===== config.mk =====
export PLATFORM = sky130hd
export DESIGN_NAME = ahb_lite_master_flat
export DESIGN_NICKNAME = d
export VERILOG_FILES = /design/src/rtl/ahb_lite_master_if.sv /design/src/rtl/ahb_lite_master.sv /design/src/flat_wrapper.sv
export SDC_FILE = /design/constraint.sdc
export NUM_CORES = 1
export LEC_CHECK = 0
export CORE_ASPECT_RATIO = 0.6
export CORE_MARGIN = 2
export CORE_UTILIZATION = 45
export CTS_CLUSTER_SIZE = 28
export DETAILED_ROUTE_END_ITERATION = 8
export PLACE_DENSITY = 0.81
export SLEW_MARGIN = 10
export SYNTH_ARGS = -nofsm -noshare
export SYNTH_HDL_FRONTEND = slang
export SYNTH_SLANG_ARGS = --single-unit

===== constraint.sdc =====
create_clock -name HCLK -period 1.6 [get_ports HCLK]
set_clock_uncertainty 0.15 [all_clocks]
set_input_delay 0.32 -clock HCLK [delete_from_list [all_inputs] [get_ports HCLK]]
set_output_delay 0.32 -clock HCLK [all_outputs]
set_load 0.01 [all_outputs]

===== src/rtl/ahb_lite_master_if.sv =====
// rtl/ahb_lite_master_if.sv - command, response and AHB-Lite bus signals of ahb_lite_master
interface ahb_lite_master_if;
  logic        cmd_valid;
  logic        cmd_ready;
  logic [31:0] cmd_addr;
  logic        cmd_write;
  logic [2:0]  cmd_size;
  logic [31:0] cmd_wdata;

  logic        rsp_valid;
  logic        rsp_write;
  logic        rsp_err;
  logic [31:0] rsp_rdata;

  logic [31:0] HADDR;
  logic [1:0]  HTRANS;
  logic [2:0]  HSIZE;
  logic        HWRITE;
  logic [31:0] HWDATA;
  logic        HREADY;
  logic [31:0] HRDATA;

  modport master (
    input  cmd_valid, cmd_addr, cmd_write, cmd_size, cmd_wdata, HREADY, HRDATA,
    output cmd_ready, rsp_valid, rsp_write, rsp_err, rsp_rdata,
           HADDR, HTRANS, HSIZE, HWRITE, HWDATA
  );

  modport slave (
    output cmd_valid, cmd_addr, cmd_write, cmd_size, cmd_wdata, HREADY, HRDATA,
    input  cmd_ready, rsp_valid, rsp_write, rsp_err, rsp_rdata,
           HADDR, HTRANS, HSIZE, HWRITE, HWDATA
  );
endinterface


===== src/rtl/ahb_lite_master.sv =====
// rtl/ahb_lite_master.sv - AHB-Lite single-transfer master, address slot A overlapped with data slot D
module ahb_lite_master (
  input  logic              HCLK,
  input  logic              HRESET,
  ahb_lite_master_if.master bus
);
  localparam logic [1:0] HTRANS_IDLE   = 2'b00;
  localparam logic [1:0] HTRANS_NONSEQ = 2'b10;
  localparam logic [2:0] SIZE_BYTE     = 3'b000;
  localparam logic [2:0] SIZE_HALF     = 3'b001;
  localparam logic [2:0] SIZE_WORD     = 3'b010;

  // Address slot: its fields double as the registered HADDR/HSIZE/HWRITE outputs
  logic        a_valid_q, a_valid_d;
  logic        a_err_q,   a_err_d;
  logic [31:0] haddr_q,   haddr_d;
  logic        hwrite_q,  hwrite_d;
  logic [2:0]  hsize_q,   hsize_d;
  logic [31:0] a_wdata_q, a_wdata_d;

  logic        d_valid_q, d_valid_d;
  logic        d_err_q,   d_err_d;
  logic        d_write_q, d_write_d;
  logic [2:0]  d_size_q,  d_size_d;
  logic [1:0]  d_lane_q,  d_lane_d;
  logic [31:0] hwdata_q,  hwdata_d;

  logic        rsp_valid_q, rsp_valid_d;
  logic        rsp_write_q, rsp_write_d;
  logic        rsp_err_q,   rsp_err_d;
  logic [31:0] rsp_rdata_q, rsp_rdata_d;

  logic cmd_ready;
  logic accept;
  logic d_done;

  function automatic logic is_illegal(input logic [2:0] size, input logic [1:0] lane);
    case (size)
      SIZE_BYTE: is_illegal = 1'b0;
      SIZE_HALF: is_illegal = lane[0];
      SIZE_WORD: is_illegal = (lane != 2'b00);
      default:   is_illegal = 1'b1;
    endcase
  endfunction

  function automatic logic [31:0] replicate_lanes(input logic [2:0] size, input logic [31:0] wdata);
    case (size)
      SIZE_BYTE: replicate_lanes = {4{wdata[7:0]}};
      SIZE_HALF: replicate_lanes = {2{wdata[15:0]}};
      default:   replicate_lanes = wdata;
    endcase
  endfunction

  function automatic logic [31:0] extract_lanes(input logic [2:0] size, input logic [1:0] lane,
                                                input logic [31:0] rdata);
    logic [31:0] shifted;
    shifted = rdata >> {lane, 3'b000};
    case (size)
      SIZE_BYTE: extract_lanes = {24'h0, shifted[7:0]};
      SIZE_HALF: extract_lanes = {16'h0, shifted[15:0]};
      default:   extract_lanes = shifted;
    endcase
  endfunction

  // A may refill whenever it is empty, even while D is stretched by wait states
  assign cmd_ready = ~a_valid_q | bus.HREADY;
  assign accept    = bus.cmd_valid & cmd_ready;
  assign d_done    = d_valid_q & bus.HREADY;

  always_comb begin
    a_valid_d = a_valid_q;
    a_err_d   = a_err_q;
    haddr_d   = haddr_q;
    hwrite_d  = hwrite_q;
    hsize_d   = hsize_q;
    a_wdata_d = a_wdata_q;
    d_valid_d = d_valid_q;
    d_err_d   = d_err_q;
    d_write_d = d_write_q;
    d_size_d  = d_size_q;
    d_lane_d  = d_lane_q;
    hwdata_d  = hwdata_q;

    if (bus.HREADY) begin
      d_valid_d = a_valid_q;
      d_err_d   = a_err_q;
      d_write_d = hwrite_q;
      d_size_d  = hsize_q;
      d_lane_d  = haddr_q[1:0];
      if (a_valid_q && !a_err_q && hwrite_q) begin
        hwdata_d = replicate_lanes(hsize_q, a_wdata_q);
      end
    end

    if (accept) begin
      a_valid_d = 1'b1;
      a_err_d   = is_illegal(bus.cmd_size, bus.cmd_addr[1:0]);
      haddr_d   = bus.cmd_addr;
      hwrite_d  = bus.cmd_write;
      hsize_d   = bus.cmd_size;
      a_wdata_d = bus.cmd_wdata;
    end else if (bus.HREADY) begin
      a_valid_d = 1'b0;
    end
  end

  always_comb begin
    rsp_valid_d = d_done;
    rsp_write_d = 1'b0;
    rsp_err_d   = 1'b0;
    rsp_rdata_d = 32'h0;
    if (d_done) begin
      rsp_write_d = d_write_q;
      rsp_err_d   = d_err_q;
      if (!d_write_q && !d_err_q) begin
        rsp_rdata_d = extract_lanes(d_size_q, d_lane_q, bus.HRDATA);
      end
    end
  end

  always_ff @(posedge HCLK) begin
    if (HRESET) begin
      a_valid_q   <= 1'b0;
      a_err_q     <= 1'b0;
      haddr_q     <= 32'h0;
      hwrite_q    <= 1'b0;
      hsize_q     <= 3'b000;
      a_wdata_q   <= 32'h0;
      d_valid_q   <= 1'b0;
      d_err_q     <= 1'b0;
      d_write_q   <= 1'b0;
      d_size_q    <= 3'b000;
      d_lane_q    <= 2'b00;
      hwdata_q    <= 32'h0;
      rsp_valid_q <= 1'b0;
      rsp_write_q <= 1'b0;
      rsp_err_q   <= 1'b0;
      rsp_rdata_q <= 32'h0;
    end else begin
      a_valid_q   <= a_valid_d;
      a_err_q     <= a_err_d;
      haddr_q     <= haddr_d;
      hwrite_q    <= hwrite_d;
      hsize_q     <= hsize_d;
      a_wdata_q   <= a_wdata_d;
      d_valid_q   <= d_valid_d;
      d_err_q     <= d_err_d;
      d_write_q   <= d_write_d;
      d_size_q    <= d_size_d;
      d_lane_q    <= d_lane_d;
      hwdata_q    <= hwdata_d;
      rsp_valid_q <= rsp_valid_d;
      rsp_write_q <= rsp_write_d;
      rsp_err_q   <= rsp_err_d;
      rsp_rdata_q <= rsp_rdata_d;
    end
  end

  // Illegal commands still walk through A, but never show a NONSEQ on the bus
  assign bus.HTRANS    = (a_valid_q && !a_err_q) ? HTRANS_NONSEQ : HTRANS_IDLE;
  assign bus.HADDR     = haddr_q;
  assign bus.HSIZE     = hsize_q;
  assign bus.HWRITE    = hwrite_q;
  assign bus.HWDATA    = hwdata_q;
  assign bus.cmd_ready = cmd_ready;
  assign bus.rsp_valid = rsp_valid_q;
  assign bus.rsp_write = rsp_write_q;
  assign bus.rsp_err   = rsp_err_q;
  assign bus.rsp_rdata = rsp_rdata_q;
endmodule


===== src/flat_wrapper.sv =====
// flat-port wrapper written by rule: the top's interface ports become plain ports
module ahb_lite_master_flat 
  (HCLK, HRESET, bus_cmd_valid, bus_cmd_addr, bus_cmd_write, bus_cmd_size, bus_cmd_wdata, bus_HREADY, bus_HRDATA, bus_cmd_ready, bus_rsp_valid, bus_rsp_write, bus_rsp_err, bus_rsp_rdata, bus_HADDR, bus_HTRANS, bus_HSIZE, bus_HWRITE, bus_HWDATA);
  ahb_lite_master_if bus_i ();
  input  logic HCLK;
  input  logic HRESET;
  input wire logic [$bits(bus_i.cmd_valid)-1:0] bus_cmd_valid;
  input wire logic [$bits(bus_i.cmd_addr)-1:0] bus_cmd_addr;
  input wire logic [$bits(bus_i.cmd_write)-1:0] bus_cmd_write;
  input wire logic [$bits(bus_i.cmd_size)-1:0] bus_cmd_size;
  input wire logic [$bits(bus_i.cmd_wdata)-1:0] bus_cmd_wdata;
  input wire logic [$bits(bus_i.HREADY)-1:0] bus_HREADY;
  input wire logic [$bits(bus_i.HRDATA)-1:0] bus_HRDATA;
  output wire logic [$bits(bus_i.cmd_ready)-1:0] bus_cmd_ready;
  output wire logic [$bits(bus_i.rsp_valid)-1:0] bus_rsp_valid;
  output wire logic [$bits(bus_i.rsp_write)-1:0] bus_rsp_write;
  output wire logic [$bits(bus_i.rsp_err)-1:0] bus_rsp_err;
  output wire logic [$bits(bus_i.rsp_rdata)-1:0] bus_rsp_rdata;
  output wire logic [$bits(bus_i.HADDR)-1:0] bus_HADDR;
  output wire logic [$bits(bus_i.HTRANS)-1:0] bus_HTRANS;
  output wire logic [$bits(bus_i.HSIZE)-1:0] bus_HSIZE;
  output wire logic [$bits(bus_i.HWRITE)-1:0] bus_HWRITE;
  output wire logic [$bits(bus_i.HWDATA)-1:0] bus_HWDATA;
  assign bus_i.cmd_valid = bus_cmd_valid;
  assign bus_i.cmd_addr = bus_cmd_addr;
  assign bus_i.cmd_write = bus_cmd_write;
  assign bus_i.cmd_size = bus_cmd_size;
  assign bus_i.cmd_wdata = bus_cmd_wdata;
  assign bus_i.HREADY = bus_HREADY;
  assign bus_i.HRDATA = bus_HRDATA;
  assign bus_cmd_ready = bus_i.cmd_ready;
  assign bus_rsp_valid = bus_i.rsp_valid;
  assign bus_rsp_write = bus_i.rsp_write;
  assign bus_rsp_err = bus_i.rsp_err;
  assign bus_rsp_rdata = bus_i.rsp_rdata;
  assign bus_HADDR = bus_i.HADDR;
  assign bus_HTRANS = bus_i.HTRANS;
  assign bus_HSIZE = bus_i.HSIZE;
  assign bus_HWRITE = bus_i.HWRITE;
  assign bus_HWDATA = bus_i.HWDATA;
  ahb_lite_master u_core (.HCLK(HCLK), .HRESET(HRESET), .bus(bus_i));
endmodule

-- Word-level counts from Yosys, hierarchy flattened
Index checks and enable logic that the tools add are counted.
- input port bits: 104
- register bits: 145
- bitwise logic cells: 6
- equal/unequal tests: 4
- reduce and logical (&&, ||, !) cells: 14
- shift operators: 1
- mux-type cells: 6
- operators by type and width (cell ; number):
    $pmux W32 S2 ; 2
    $shr A32 B5 Y32 ; 1
    $eq A3 B1 Y1 const B ; 3
    $logic_not A3 Y1 ; 3
    $reduce_bool A2 Y1 ; 2
    $eq A3 B2 Y1 const B ; 1
    $logic_and A1 B1 Y1 ; 3
    $logic_not A1 Y1 ; 3
    $not A1 Y1 ; 3
    $pmux W1 S3 ; 1
    $reduce_or A3 Y1 ; 1
    $and A1 B1 Y1 ; 2
    $mux W1 ; 2
    $mux W2 ; 1
    $reduce_and A2 Y1 ; 1
    $reduce_or A2 Y1 ; 1
    $or A1 B1 Y1 ; 1

-- Logic depth before layout (Yosys ltp)
- word-level depth: 4
- gate-level depth with buffers: 6
- mapped depth without buffers: 4

-- Worst setup path before layout
OpenSTA, ideal clock, no wires.
- path kind: input to register
- from: in bus_cmd_addr[0]
- to: reg u_core.a_err_q
- stages: 3
- data arrival time: 1.120 ns
- required time: 1.318 ns
- path slack: 0.199 ns
- setup time: 0.132 ns
- path through: or3_1 > a2111oi_0 > nor3_1
- cells in the longest elaborated chain, start to end: 2
- RTL lines (what ; RTL line ; text):
    start, declared ; flat_wrapper.sv:8 ; input wire logic [$bits(bus_i.cmd_addr)-1:0] bus_cmd_addr;
    $reduce_bool A2 Y1 ; ahb_lite_master.sv:41 ; SIZE_WORD: is_illegal = (lane != 2'b00);
    $pmux W1 S3 (*) ; ahb_lite_master.sv:38 ; case (size)
    end signal, assigned ; ahb_lite_master.sv:141 ; a_err_q <= a_err_d;
    end, declared ; ahb_lite_master.sv:15 ; logic a_err_q, a_err_d;
Mark *: on every way between the ends. The rest lies on a longest branch, timed or not.
A chain may end at the register's enable or synchronous reset.

-- Worst setup path in the final report
- from: reg u_core.a_valid_q
- to: out bus_cmd_ready
- cells in the longest elaborated chain, start to end: 2
- RTL lines (what ; RTL line ; text):
    start, declared ; ahb_lite_master.sv:14 ; logic a_valid_q, a_valid_d;
    start signal, assigned ; ahb_lite_master.sv:140 ; a_valid_q <= a_valid_d;
    $not A1 Y1 ; ahb_lite_master.sv:66 ; assign cmd_ready = ~a_valid_q | bus.HREADY;
    $or A1 B1 Y1 ; ahb_lite_master.sv:66 ;
    end, declared ; flat_wrapper.sv:14 ; output wire logic [$bits(bus_i.cmd_ready)-1:0] bus_cmd_ready;
No other way between the ends.

==> results.py <==
metrics = {
    "run_status": {
        "status": "finished clean",
    },
    "sta": {
        "drv_slew": 0,
        "hold_violations": 0,
        "period_share_pct": 99.89,
        "maxSlewHeadroom_pct": 61.09,
        "fmax_mhz": 625.7,
        "final-setup-viol-count": 0,
        "finalCriticalPeriod_ps": 1598,
        "tightest_slew_ps": 582.2,
        "rsz0062_at_grt": "yes",
        "layout_setup_ws_ps": 1.744,
    },
    "cells_and_area": {
        "seq_area_um2": 2907,
        "nNetsFinal": 957,
        "fin_area_um2": 8583,
        "diodes": 0,
        "drive_above_1_share_pct": 9.931,
        "multi_input_area_um2": 2500,
        "syn_to_final_growth_pct": 49.85,
        "fillers": 932,
    },
    "floorplanning": {
        "dieWidth_um": 149.7,
        "ios": 210,
        "core_um2": 12220,
        "start_util_pct": 46.88,
        "dieHeight_um": 91.39,
        "die_area_um2": 13680,
        "row_count": 31,
    },
    "grt": {
        "grt_max_degree": 111,
        "grt_use_total_pct": 27.84,
        "antenna_found_initial": 0,
        "grt_overflow_total": 0,
        "grt_pass1_wl_mm": 29.68,
        "grt_pass1_vias": 5531,
    },
    "logic_synthesis": {
        "synthDominantCellAreaShare_pct": 50.68,
        "synth_area_um2": 5728,
        "synthCells": 657,
        "synth.top_cells.by_area": "dfxtp_1 (51%), a21oi_1 (7.6%), o21ai_0 (7.3%)",
        "yosys.area.top_type": "dfxtp_1",
        "synth-seq-cells": 145,
        "yosysWarningCount": 0,
        "synth_cell_types": 36,
        "avgSynthCellArea_um2": 8.718,
        "syn-num-nets": 761,
        "seq_area_frac_synth_pct": 50.68,
    },
    "clock_network": {
        "cts_root_buf": "clkbuf_16",
        "postCtsHoldBufs": 0,
        "clk_pin_slew_ps": 60,
        "cts_tree": "built",
        "htree_levels": 4,
        "clock_path_buffers": 2,
        "cts_sinks": 145,
        "cts_buffers": 17,
        "clk_latency_ps": 420,
    },
    "drt": {
        "wl_per_cell_um": 18.34,
        "ant_nets": 0,
        "firstDrtPassIters": 6,
        "drtIter0Drc": 539,
        "viasPerCell": 5.640,
        "drc": 0,
        "wl_mm": 18.91,
        "dr_total_vias": 5815,
    },
    "placement": {
        "dp_slack_ps": -556.3,
        "place.gp.congestion": 0.8584,
        "dpl.hpwl_mm": 13.04,
        "place_area_um2": 8068,
        "portBuffers": 208,
    },
    "critical_path": {
        "critPathCaptureType": "output port",
        "cp_data_arrival_time_ps": 1130,
        "reg2reg_setup_slack_ps": 50,
        "required_ps": 1130,
        "cp-start-kind": "flop",
        "critical_path_class": "flop to output port",
        "cp_max_fo": 4,
    },
    "power": {
        "intPower_mw": 6.643,
        "p_seq_share_pct": 43.7,
        "leakage_nw": 3.585,
        "combPwrFrac_pct": 11.9,
        "max-vdd-ir-drop_v": 0.0006888,
        "p_total_mw": 8.769,
        "p_sw_mw": 2.126,
        "clock_power_share_pct": 44.5,
        "swShare_pct": 24.24,
        "p_per_area_nw_per_um2": 1022,
    },
    "flow_run": {
        "maxCapViolations": 0,
    },
    "hold_path": {
        "hp-class": "input port to flop",
    },
}
[path summary, 6_finish.rpt]
kind	depth (start not counted)	start	endpoint
setup / recovery	3	u_core.a_valid_q$_SDFFE_PP0P_	bus_cmd_ready
hold / removal	3	HRESET	u_core.d_write_q$_SDFFE_PP0P_
setup reg to reg	5	u_core.bus.HSIZE[2]$_SDFFE_PP0P_	u_core.bus.HWDATA[29]$_SDFFE_PP0P_
hold reg to reg	2	u_core.bus.HWDATA[5]$_SDFFE_PP0P_	u_core.bus.HWDATA[5]$_SDFFE_PP0P_
[metrics by stage]
stage / util, % / instances / hold slack (ps) / TNS, ps
after floorplan: - / 657 / 300.2 / 0
after global placement: 66.03 / 998 / 297.0 / -51200
after global routing: 70.25 / 1031 / 286.3 / -51.53
final: 70.25 / 1031 / 263.3 / 0
after CTS: 69.87 / 1030 / 258.5 / 0
after detailed placement: 66.03 / 998 / 302.8 / -60210
[state kept, by name, indices dropped and copies added, names as in the netlist, 2 cells and up]
signal	cells
u_core.a_wdata_q	32
u_core.bus.HADDR	32
u_core.bus.HSIZE	3
u_core.bus.HWDATA	32
u_core.bus.rsp_rdata	32
u_core.d_lane_q	2
u_core.d_size_q	3
[cells in the final DEF (no fill, tap or decap), drive strengths merged, types with 2 or more instances in the layout]
cell           instances
o21ai                 84
clkdlybuf4s15          3
clkinvlp               4
buf                   41
clkbuf                20
nor2                  49
clkdlybuf4s50        100
dlygate4sd2          100
nor2b                 17
dfxtp                145
nand2b                 7
a311oi                16
and2                   2
nor3                   2
or3                    2
a211o                  8
mux2i                 16
bufinv                 2
clkinv                 7
a211oi                38
a21oi                 87
nand3                 68
inv                    3
nand2                 34
[cell families after synthesis]
family / count (synthesis) / synth area share, %
muxes: 17 / 2.992
buffers and inverters: 71 / 5.985
and+or+nand+nor: 186 / 15.86
other: 1 / 0.06547
AOI/OAI and AO/OA: 237 / 24.42
DFF: 145 / 50.68
[routing by layer]
metal	part of all wire (%)	track usage (%)	routed length [µm]	up-vias
met5	0	0	0	-
met4	1.9	7.862	353	0
met3	9.1	7.487	1720	34
met2	45	43.23	8476	312
met1	44	38.12	8360	2726
li1	-	-	-	2743
[power groups by stage]
| stage | clock (mW) | sequential, mW | combinational [mW] |
|---|---|---|---|
| floorplan | 0 | 3.91 | 0.455 |
| global placement | 0 | 3.90 | 1.02 |
| detailed placement | 0 | 3.90 | 1.05 |
| CTS | 3.93 | 3.83 | 1.02 |
| global route | 4.09 | 3.84 | 1.13 |
| finish | 3.90 | 3.83 | 1.04 |
[critical path, cell delays in order (launching register included)]
cell and delay, ps:
dfxtp_2 350, nor2b_4 180, inv_2 50, buf_6 130
[cell usage after synthesis (all sizes together)]
cell and instances:
and3b 1, buf 34, a311oi 16, a21o 1, a21oi 87, clkbuf 34
nor2b 17, and4b 1, nand4b 1, nand3b 1, mux2 1, conb 1
nor2 49, o2111ai 1, a211oi 38, inv 3, mux2i 16, nand2 34
dfxtp 145, and2 2, nor3 2, or3 2, a2111oi 1, nand2b 7
a211o 8, o311ai 1, o21ai 84, nand3 68, nor3b 1
[repair_timing]
action                     in CTS  in global routing
pin swaps                       0                  1
setup buffers                   0                  1
setup endpoints to repair     197                 34
resized for setup             121                  9
[final cells by class]
type	instances	share of cell area, %
Sequential cell	145	33.86
Multi-Input combinational cell	441	29.13
Timing Repair Buffer	245	27.61
Clock buffer	19	5.277
Tap cell	165	2.405
Clock inverter	13	1.589
Inverter	3	0.1312
(Power assumes the default switching activity.)
